## src/rtl/downscale_avg2x.sv

```systemverilog
// rtl/downscale_avg2x.sv - 2x2 box-filter downscaler from source ROM into framebuffer
// DOWNSCALE_ROUND_EN selects round-half-up averaging; truncation otherwise.
module downscale_avg2x #(
    parameter int IMG_W  = 160,
    parameter int IMG_H  = 120,
    parameter int ADDR_W = 19,
    parameter int PIX_W  = 8
) (
    input  logic              clk,
    input  logic              reset,
    input  logic              start,
    output logic [ADDR_W-1:0] rom_addr,
    input  logic [PIX_W-1:0]  rom_data,
    output logic [ADDR_W-1:0] ram_wraddr,
    output logic [PIX_W-1:0]  ram_data,
    output logic              ram_wren,
    output logic              busy,
    output logic              done
);
    localparam int XW = $clog2(IMG_W);
    localparam int YW = $clog2(IMG_H);
    localparam logic [ADDR_W-1:0] LAST_ADDR = ADDR_W'(IMG_W * IMG_H - 1);

    typedef enum logic [1:0] {S_IDLE, S_READ, S_DRAIN, S_DONE} state_t;
    state_t state, next_state;

    logic [XW-1:0]    x_cnt, t_x;
    logic [YW-1:0]    y_cnt, t_y;
    logic             t_valid;
    logic [PIX_W-1:0] hold_px;
    logic [ADDR_W-1:0] wr_cnt;
    logic [PIX_W:0]   line_buf [IMG_W/2];
    logic [XW-2:0]    lb_idx;
    logic [PIX_W:0]   pair_sum;
    logic [PIX_W+1:0] total;
    logic [PIX_W-1:0] avg;
    logic             accept;
    logic             wr_fire;

    assign accept = start && (state == S_IDLE || state == S_DONE);
    assign busy   = (state == S_READ) || (state == S_DRAIN);
    assign done   = (state == S_DONE);

    always_ff @(posedge clk) begin
        if (!reset) state <= S_IDLE;
        else        state <= next_state;
    end

    always_comb begin
        next_state = state;
        case (state)
            S_IDLE:  if (start) next_state = S_READ;
            S_READ:  if (rom_addr == LAST_ADDR) next_state = S_DRAIN;
            S_DRAIN: if (ram_wren) next_state = S_DONE;
            S_DONE:  if (start) next_state = S_READ;
            default: next_state = S_IDLE;
        endcase
    end

    // x/y tags are delayed one cycle so they line up with the returning ROM word
    always_comb begin
        lb_idx   = t_x[XW-1:1];
        pair_sum = {1'b0, hold_px} + {1'b0, rom_data};
        total    = {1'b0, pair_sum} + {1'b0, line_buf[lb_idx]};
        wr_fire  = t_valid && t_x[0] && t_y[0];
`ifdef DOWNSCALE_ROUND_EN
        avg = PIX_W'((total + 2) >> 2);
`else
        avg = PIX_W'(total >> 2);
`endif
    end

    always_ff @(posedge clk) begin
        if (!reset) begin
            rom_addr   <= '0;
            x_cnt      <= '0;
            y_cnt      <= '0;
            t_valid    <= 1'b0;
            t_x        <= '0;
            t_y        <= '0;
            hold_px    <= '0;
            wr_cnt     <= '0;
            ram_wraddr <= '0;
            ram_data   <= '0;
            ram_wren   <= 1'b0;
        end else begin
            if (accept) begin
                rom_addr <= '0;
                x_cnt    <= '0;
                y_cnt    <= '0;
                wr_cnt   <= '0;
            end else if (state == S_READ && rom_addr != LAST_ADDR) begin
                rom_addr <= rom_addr + ADDR_W'(1);
                if (x_cnt == XW'(IMG_W - 1)) begin
                    x_cnt <= '0;
                    y_cnt <= y_cnt + YW'(1);
                end else begin
                    x_cnt <= x_cnt + XW'(1);
                end
            end
            t_valid <= (state == S_READ);
            t_x     <= x_cnt;
            t_y     <= y_cnt;
            if (t_valid && !t_x[0])
                hold_px <= rom_data;
            ram_wren <= wr_fire;
            if (wr_fire) begin
                ram_data   <= avg;
                ram_wraddr <= wr_cnt;
                wr_cnt     <= wr_cnt + ADDR_W'(1);
            end
        end
    end

    // Even rows park their pair sums here; odd rows consume them
    always_ff @(posedge clk) begin
        if (t_valid && t_x[0] && !t_y[0])
            line_buf[lb_idx] <= pair_sum;
    end
endmodule

```

## config.mk

```make
export PLATFORM = sky130hd
export DESIGN_NAME = downscale_avg2x
export DESIGN_NICKNAME = d
export VERILOG_FILES = /design/src/rtl/downscale_avg2x.sv
export SDC_FILE = /design/constraint.sdc
export NUM_CORES = 1
export LEC_CHECK = 0
export CAP_MARGIN = 15
export CORE_UTILIZATION = 55
export CTS_CLUSTER_DIAMETER = 30
export CTS_CLUSTER_SIZE = 40
export DETAILED_ROUTE_END_ITERATION = 7
export PLACE_DENSITY = 0.75
export SKIP_LAST_GASP = 1
export SYNTH_ARGS = -nofsm -noshare
export SYNTH_HDL_FRONTEND = slang
export SYNTH_SLANG_ARGS = --single-unit
export TNS_END_PERCENT = 30
```

## constraint.sdc

```tcl
create_clock -name clk -period 7.5 [get_ports clk]
set_input_delay 2.25 -clock clk [delete_from_list [all_inputs] [get_ports clk]]
set_output_delay 2.25 -clock clk [all_outputs]
set_load 0.05 [all_outputs]
```

==> key figures <==
Synthesis
  – Number of flops mapped to enable cells by yosys: 720
  – XOR/XNOR Fraction of Synth Area: 0.9168%
  – Async SR Flop Fraction: 0%
  – Post-synthesis register bit count: 815
  – Largest family of logic cells by synthesized area: compound AO/OA/AOI/OAI gates
  – Synth Area in Compound Gates: 11.44%
  – Yosys warns: 0
  – Synth Area in Adders: 0.9763%
  – Synth Area in Simple Gates: 7.160%
  – Synth cell types: 74
  – Post-Synthesis Cell Area: 31,530 µm²
  – Cells after synthesis: 2,056
  – Mux contribution to synthesized area: 2.909%
  – Register area share after synthesis: 74.62%
  – Main synth FF type: edfxtp_1
  – Mapped Avg Cell Area: 15.33 µm²
  – Syn_nets: 2,091

STA
  – Max-slew violations: 0
  – Final hold slack: 0.4610 ns
  – Worst relative slew slack: 16.11%
  – Worst slew pin tran: 1.256 ns
  – Clock Skew: 0.02920 ns
  – Final setup violation count: 0
  – Post-route setup TNS: 0 ns
  – Hold Vio Cnt, Final: 0
  – RSZ-0062 raised after global routing: no
  – Tcrit/Tclk final: 75.14%
  – Max Fclk: 177.4 MHz
  – Post-layout min period: 5.636 ns

Routing
  – Avg WL per Cell: 27.39 µm
  – Total wire length: 83,630 µm
  – DR iter-0 viols: 2,650
  – Via-per-instance ratio: 6.609
  – Residual DRC: 0
  – DRT Pass-1 Iters: 6
  – Routed Antenna Nets: 0
  – Vias post-DR: 20.18k

Job
  – Total of max-cap violations: 0

Setup path
  – CP max FO: 30
  – Worst r2r dst: ram_data[5]
  – R2R depth: 15
  – CP endpoint kind: register
  – WS Path Type: register to register
  – End point of the critical path: ram_data[5]
  – CP arrival: 6.20 ns
  – Setup crit start kind: register
  – Worst EP required: 8.07 ns
  – Worst reg2reg path startpoint: t_x[1]
  – Crit. Startpoint: t_x[1]
  – Reg-to-reg slack, setup: 1.86 ns

Placement
  – Placer Congestion: 0.8933
  – DP Wirelength: 47,150 µm
  – IO buf count: 59
  – DP Area: 33,030 µm²

Die
  – # IOs: 60
  – Die Width: 241.4 µm
  – Row count: 87
  – Initial Utilization: 55.80%
  – Die Y: 241.4 µm
  – Core area: 56,500 µm²
  – Die area: 58,280 µm²

Cells and area
  – Syn-to-layout area delta: 19.44%
  – Final Cell Area: 37,650 µm²
  – Proportion of layout cells with a drive suffix above 1: 14.51%
  – NumNets Final: 2,219

Clock network
  – Post-CTS resize count: 0
  – Cts bufs inserted: 136
  – Hold buffer count at cts: 0
  – CTS max path bufs: 3
  – CTS tree: built
  – Total setup buffers inserted after CTS: 0
  – Worst skew pair latency: 0.71 ns
  – H-tree Lvls: 4
  – Clock edge transition at the registers on the reported setup and hold paths: 0.05 ns
  – Clock Sink Count: 815
  – Root Driver: clkbuf_16

Global routing
  – Vias in the first global route: 19.91k
  – All-Layer GR Usage: 29.28%
  – Initial antenna violation count: 4
  – Global-route wire length before repair: 123,800 µm
  – Grt total ovfl: 0
  – Largest net degree at the start of global routing: 84

Pwr
  – Peak supply drop: 0.2817 mV
  – Static Leakage: 12.12 nW
  – Pwr/cell area: 324.4 nW/µm²

Run status
  – Status: finished clean

Worst hold path
  – Worst hold path class: register to register
==> cell usage in the layout, fill, tap and decap left out, types with 20 or more instances in the layout <==
cell type	Yosys	final
clkbuf_1	58	20
nand2_1	117	117
o21ai_0	51	51
nor2_1	170	169
a21oi_1	81	81
a31oi_1	25	25
dfxtp_1	95	90
clkdlybuf4s50_1	0	59
nand4_1	57	57
clkbuf_16	0	142
buf_4	10	45
edfxtp_1	720	720
ha_1	23	22
mux4_2	20	20
a221oi_1	53	53
mux2i_1	32	32
a22o_1	37	37
a22oi_1	194	194
nand3_1	48	48
==> routing by layer <==
layer | vias up | track usage (%) | routed length (µm)
met5 | - | 0 | 18
met4 | 2 | 14.15 | 3328
met3 | 234 | 7.418 | 9936
met2 | 1512 | 44.81 | 39470
met1 | 9966 | 39.43 | 30880
li1 | 8463 | - | -
==> final cells by class <==
type                       count  area [µm²]
antenna                        2       5.005
clock inverter                85       948.4
sequential                   815       23530
tap                          756       945.9
multi-input combinational   1100        7461
clock buffer                 164        3656
fill                        3593       18840
timing repair buffer         109        1022
inverter                      22       82.58
==> worst max-delay path, cell delays in order (launching register included) <==
cell and delay (ns):
dfxtp_2 0.82, nor2b_4 0.41, and2_2 0.91, buf_4 0.36, a22oi_1 0.12, nand4_1 0.12
o21ai_0 0.22, mux4_2 0.62, o21ai_0 0.24, ha_1 0.31, a21oi_1 0.22, inv_1 0.11
a2111oi_4 0.42, a21boi_4 0.12, a311oi_1 0.36, o31ai_1 0.11
==> cell usage after synthesis, drive strengths merged (48+ instances only) <==
cell	count	area (µm²)
o21ai	52	260.2
dfxtp	95	1902
a21oi	81	405.4
edfxtp	720	21620
nand3	48	240.2
a221oi	53	464.2
nand4	57	356.6
buf	61	325.3
clkbuf	58	217.7
nand2	117	439.2
a22oi	194	1456
nor2	171	644.4
==> where the power goes <==
part           switching [W]  internal, W
Clock                0.00217      0.00401
Combinational       0.000591     0.000164
Sequential         0.0000212      0.00525
Total                0.00278      0.00943
==> stage by stage <==
stage	power (W)	utilization (%)	std cells	setup WS [ns]
after CTS	0.01223	66.61	3050	2.077
final	0.01221	66.65	3053	1.864
after global routing	0.01249	66.64	3051	1.671
after floorplan	0.005818	-	2056	0.3397
after detailed placement	0.006095	58.46	2801	1.684
after global placement	0.006054	58.46	2801	1.766
==> state kept, by name, summed over array words and instances, names as in the netlist <==
register    cells
line_buf      720
ram_wraddr     19
rom_addr       19
wr_cnt         19
hold_px         8
ram_data        8
t_x             8
x_cnt           8
state           2
ram_wren        1
t_valid         1
t_y             1
y_cnt           1
==> worst min-delay path by stage <==
stage	start	to	slack (ns)	cells after the start
6_report	ram_wraddr[1]	ram_wraddr[1]	0.46	2
2_1_floorplan	wr_cnt[18]	ram_wraddr[18]	0.44	2
3_5_place_dp	ram_wraddr[12]	ram_wraddr[12]	0.45	2
3_3_place_gp	ram_data[0]	ram_data[0]	0.44	2
4_1_cts	ram_wraddr[1]	ram_wraddr[1]	0.46	2
5_1_grt	ram_wraddr[2]	ram_wraddr[2]	0.48	2
==> logic make-up after synthesis <==
logic type	after synthesis
AO/OA/AOI/OAI	502
flip-flops	815
AND/OR/NAND/NOR	476
multiplexers	65
buffers and inverters	141
XOR/XNOR	33
adder cells (fa/ha/maj)	24
No activity file was read; power rests on OpenSTA's default activity.
